`src/rtl/display_scan_ctrl.sv`:
```
// display_scan_ctrl: multiplexed seven-segment scan controller for NUM_DIGITS common-anode digits
// Ports: clk, rst (sync, active-low); en, load, val, dp_in, lz_blank, blink_mask, bright in;
//   seg, dp, an (all active-low), frame_start (one pulse per frame), pending (shadow not yet committed) out.
module display_scan_ctrl #(
   parameter int NUM_DIGITS   = 4,
   parameter int SYS_CLK_FREQ = 100000000,
   parameter int DIGIT_RATE   = 1000,
   parameter int BLANK_CYCLES = 16,
   parameter int BLINK_FRAMES = 256
) (
   input  logic                    clk,
   input  logic                    rst,
   input  logic                    en,
   input  logic                    load,
   input  logic [4*NUM_DIGITS-1:0] val,
   input  logic [NUM_DIGITS-1:0]   dp_in,
   input  logic                    lz_blank,
   input  logic [NUM_DIGITS-1:0]   blink_mask,
   input  logic [3:0]              bright,
   output logic [6:0]              seg,
   output logic                    dp,
   output logic [NUM_DIGITS-1:0]   an,
   output logic                    frame_start,
   output logic                    pending
);
   localparam int TICK_DIV = SYS_CLK_FREQ / DIGIT_RATE;
   localparam int SLOT_LEN = (TICK_DIV - BLANK_CYCLES) / 16;
   localparam int CW = $clog2(TICK_DIV);
   localparam int IW = NUM_DIGITS > 1 ? $clog2(NUM_DIGITS) : 1;
   localparam int BW = BLINK_FRAMES > 1 ? $clog2(BLINK_FRAMES) : 1;
   // active-low gfedcba glyphs, index 15 (F) first
   localparam logic [15:0][6:0] GLYPH = {7'h0E, 7'h06, 7'h21, 7'h46, 7'h03, 7'h08, 7'h10, 7'h00,
                                         7'h78, 7'h02, 7'h12, 7'h19, 7'h30, 7'h24, 7'h79, 7'h40};
   logic [CW-1:0]           cnt;
   logic [IW-1:0]           idx;
   logic [BW-1:0]           bcnt;
   logic                    blink_ph;
   logic [4*NUM_DIGITS-1:0] disp_val, sh_val;
   logic [NUM_DIGITS-1:0]   disp_dp, sh_dp;
   logic [NUM_DIGITS-1:0]   lz;
   logic                    tick, wrap, z, supp, lit, blink_end;
   logic [3:0]              nib;
   int                      pos;
   logic [6:0]              seg_n;
   logic                    dp_n;
   logic [NUM_DIGITS-1:0]   an_n;
   always_comb begin
      tick = cnt == CW'(TICK_DIV - 1);
      wrap = tick && idx == IW'(NUM_DIGITS - 1);
      blink_end = bcnt == BW'(BLINK_FRAMES - 1);
      nib = disp_val[4*idx +: 4];
      // lz[i] set when nibbles i..top are all zero; digit 0 is never suppressed
      lz = '0;
      z = 1'b1;
      for (int i = NUM_DIGITS - 1; i >= 1; i--) begin
         z = z && disp_val[4*i +: 4] == 4'h0;
         lz[i] = z;
      end
      supp = lz_blank && lz[idx];
      // PWM: slots up to and including bright are on; the remainder past slot 15 never qualifies
      pos = int'(cnt) - BLANK_CYCLES;
      // a suppressed digit still lights its anode when its decimal point is on
      lit = en && pos >= 0 && pos < (int'(bright) + 1) * SLOT_LEN
            && !(blink_ph && blink_mask[idx]) && !(supp && !disp_dp[idx]);
      seg_n = lit && !supp ? GLYPH[nib] : 7'h7F;
      dp_n = !(lit && disp_dp[idx]);
      an_n = lit ? ~(NUM_DIGITS'(1) << idx) : '1;
   end
   always_ff @(posedge clk) begin
      if (!rst) begin
         cnt <= '0;
         idx <= '0;
         bcnt <= '0;
         blink_ph <= 1'b0;
         disp_val <= '0;
         disp_dp <= '0;
         sh_val <= '0;
         sh_dp <= '0;
         pending <= 1'b0;
         frame_start <= 1'b0;
         seg <= 7'h7F;
         dp <= 1'b1;
         an <= '1;
      end else begin
         cnt <= tick ? '0 : cnt + CW'(1);
         if (tick) idx <= wrap ? '0 : idx + IW'(1);
         frame_start <= wrap;
         if (load) begin
            sh_val <= val;
            sh_dp <= dp_in;
         end
         // a load on the wrap cycle commits the old shadow and keeps pending for the new one
         pending <= load || (pending && !wrap);
         if (wrap) begin
            disp_val <= sh_val;
            disp_dp <= sh_dp;
            bcnt <= blink_end ? '0 : bcnt + BW'(1);
            blink_ph <= blink_ph ^ blink_end;
         end
         seg <= seg_n;
         dp <= dp_n;
         an <= an_n;
      end
   end
endmodule

```
`config.mk`:
```
export PLATFORM = sky130hd
export DESIGN_NAME = display_scan_ctrl
export DESIGN_NICKNAME = d
export VERILOG_FILES = /design/src/rtl/display_scan_ctrl.sv
export SDC_FILE = /design/constraint.sdc
export NUM_CORES = 1
export LEC_CHECK = 0
export ABC_AREA = 1
export ABC_CLOCK_PERIOD_IN_PS = 11500
export BUFFER_PORTS_ARGS = -buffer_cell sky130_fd_sc_hd__buf_2
export CORE_MARGIN = 2
export CORE_UTILIZATION = 45
export DETAILED_ROUTE_END_ITERATION = 10
export SYNTH_ARGS = -nofsm -noshare
export SYNTH_HDL_FRONTEND = slang
export SYNTH_SLANG_ARGS = --single-unit
```
`constraint.sdc`:
```
create_clock -name clk -period 11.5 [get_ports clk]
set_input_delay 2.3 -clock clk [delete_from_list [all_inputs] [get_ports clk]]
set_output_delay 2.3 -clock clk [all_outputs]
set_load 0.02 [all_outputs]
```
==> results.cfg <==
[status]
outcome = completed

[clocking]
cts_inserted_buffers = 9
cts-root-buf = clkbuf_16
path_clk_slew_ns = 0.06
post_cts_buffers = 0
cts_tree = built
clockBufferDepth = 2
clock_latency_ns = 0.34
hold_buffers = 0
clock-sinks = 82
cts_resized = 0
cts_max_level = 3

[grt]
grt_pass1_vias = 4417
grt_use_total = 0.193
grt_max_degree = 48
grt_pass1_wl_microns = 19900
overflow = 0
antenna_found_initial = 0

[routing]
routed_wl_microns = 11600
post_drt_wl_per_cell_microns = 12.6
drc = 0
drt_pre_antenna_iters = 4
drt_iter0_drc = 262
ant_nets = 0
vias = 4665
avgViaCountPerCell = 5.08

[hold_path]
holdPathStages = 2
worst_hold_path_type = reg -> reg

[synth]
synth_top_area_share = 0.318
syn_inst = 733
syn-cell-area_sq_mm = 0.00516
synthTopCellsByArea = dfxtp_1 32%, ha_1 15%, nand2_1 8.9%, inv_1 7.4%, nor2_1 7.3%
synthTopCellsByCount = 122 x nand2_1, 102 x inv_1, 101 x nor2_1
ys.warnings.count = 0
synth.yosys.seq_area_share = 0.318
synth-main-ff-cell = dfxtp_1
syn_nets = 827
yosysMostFrequentCell = nand2_1
yosysTopAreaCell = dfxtp_1
avgSynthCellArea_sq_um = 7.04
synth_seq_cells = 82
synth-edff-count = 0
synthArstFlopShare = 0
ys_types = 38

[setup_path]
cp.required_ns = 11.71
critPathArrivalTime_ns = 6.54
rr_worst_depth = 20
worstSetupPathType = in -> reg
cp-end-kind = flop
cp_common_cell = nand2_1
worst-path-max-fanout = 9
cp-start-kind = primary input
critical-path-max-stage-delay_ns = 0.35
crit_slowest_cell = ha_1

[sta]
hold_violations = 0
relSlewSlack = 0.514
holdWs_ns = 0.462
max_freq_mhz = 158
fin_crit_sh = 0.550
setup_tns_ns = 0
rsz0062_at_grt = false
min_period_ns = 6.32
setup_viol = 0
setup_ws_ns = 5.18
slew_violations = 0
finClkSkew_ns = 0.00712
tightest_slew_ns = 0.728

[placement]
placed_cell_area_sq_mm = 0.00546
place.port_buffers = 46
dp.cells = 902
pre_cts_slack_ns = 4.83
gp_congestion = 0.882
hpwlAfterDp_microns = 8860

[floorplan]
die-area_sq_mm = 0.0123
die_height_microns = 111
start_util = 0.456
die_w_microns = 111
core_area_sq_mm = 0.0113
fp-row-count = 39
io_pins = 47

[cells_and_area]
syn2layout_area_growth_pct = 12.0
drive_above_1_share = 0.105
n_antenna_cell = 0
nFillCells = 1151
final_util = 0.511
finalNonFillerCells = 918
fin_area_sq_mm = 0.00578
fin_nets = 864

[job]
maxCapViolations = 0

[pwr]
total_power_mw = 0.730
cellPowerDensity_mw_per_mm2 = 126
p_leak_nw = 2.70
vdd_drop_max_mv = 0.0736
## placed cells by master (no fill, tap or decap), types with 4 or more instances in the layout
master     synthesis  final
xor2_1            19     19
o21bai_1           4      4
nand3_1           30     30
nor2_2             4      4
buf_2              5     46
nor3_2             4      4
a21oi_1           53     53
dfxtp_1           82     82
nand4_1           11     11
inv_1            102    102
clkbuf_16          0      9
nor3_1            13     13
inv_2              5      5
xnor2_1            7      7
nand2_1          122    122
nor2_1           101    101
ha_1              61     61
o21ai_0           72     72
## per-layer routing
layer / part of all wire / track usage / vias up
li1: - / - / 2445
met1: 0.47 / 0.255 / 2097
met2: 0.46 / 0.315 / 100
met3: 0.038 / 0.0262 / 23
met4: 0.026 / 0.0889 / 0
met5: 0 / 0 / -
## where the power goes
group          internal (mW)  total (mW)  switching (mW)  leakage (nW)
clock                  0.175       0.309           0.134         0.157
sequential             0.290       0.293         0.00315         0.667
combinational         0.0518       0.128          0.0764          1.88
## flip-flops by register name, indices dropped and copies added, names as in the netlist
name and flops:
cnt 17, disp_val 16, sh_val 16, bcnt 8
seg 7, an 4, disp_dp 4, sh_dp 4
idx 2, blink_ph 1, dp 1, frame_start 1
pending 1
## cell families (layout without fill, tap and decap cells)
kind of cell,Yosys count,in the layout,share of synthesized area
simple gates,295,295,0.247
compound gates,140,140,0.143
buf+inv,129,171,0.100
flops,82,82,0.318
fa+ha+maj,61,61,0.148
xor+xnor,26,26,0.0441
## final cells by class
cell class                 instances  area [sq um]  area share
inverter                         109           409      0.0707
sequential                        82          1640       0.284
timing repair buffer              46           230      0.0398
tap                              143           179      0.0309
clock inverter                     7          95.1      0.0164
clock buffer                       9           225      0.0389
multi-input combinational        522          3000       0.519
## path summary, 6_finish.rpt
check,start,to,slack (ns)
worst max-delay path,bright[0],seg[4],5.18
worst min-delay path,disp_val[2],disp_val[2],0.46
worst max register to register,cnt[4],seg[4],8.26
worst min register to register,disp_val[2],disp_val[2],0.46
## critical path, delay by kind of cell
family | cells | cell delay (ns)
simple gates | 14 | 1.62
compound gates | 3 | 0.51
buf+inv | 2 | 0.21
fa+ha+maj | 6 | 1.72
xor+xnor | 1 | 0.17
No activity file was read; power rests on OpenSTA's default activity.
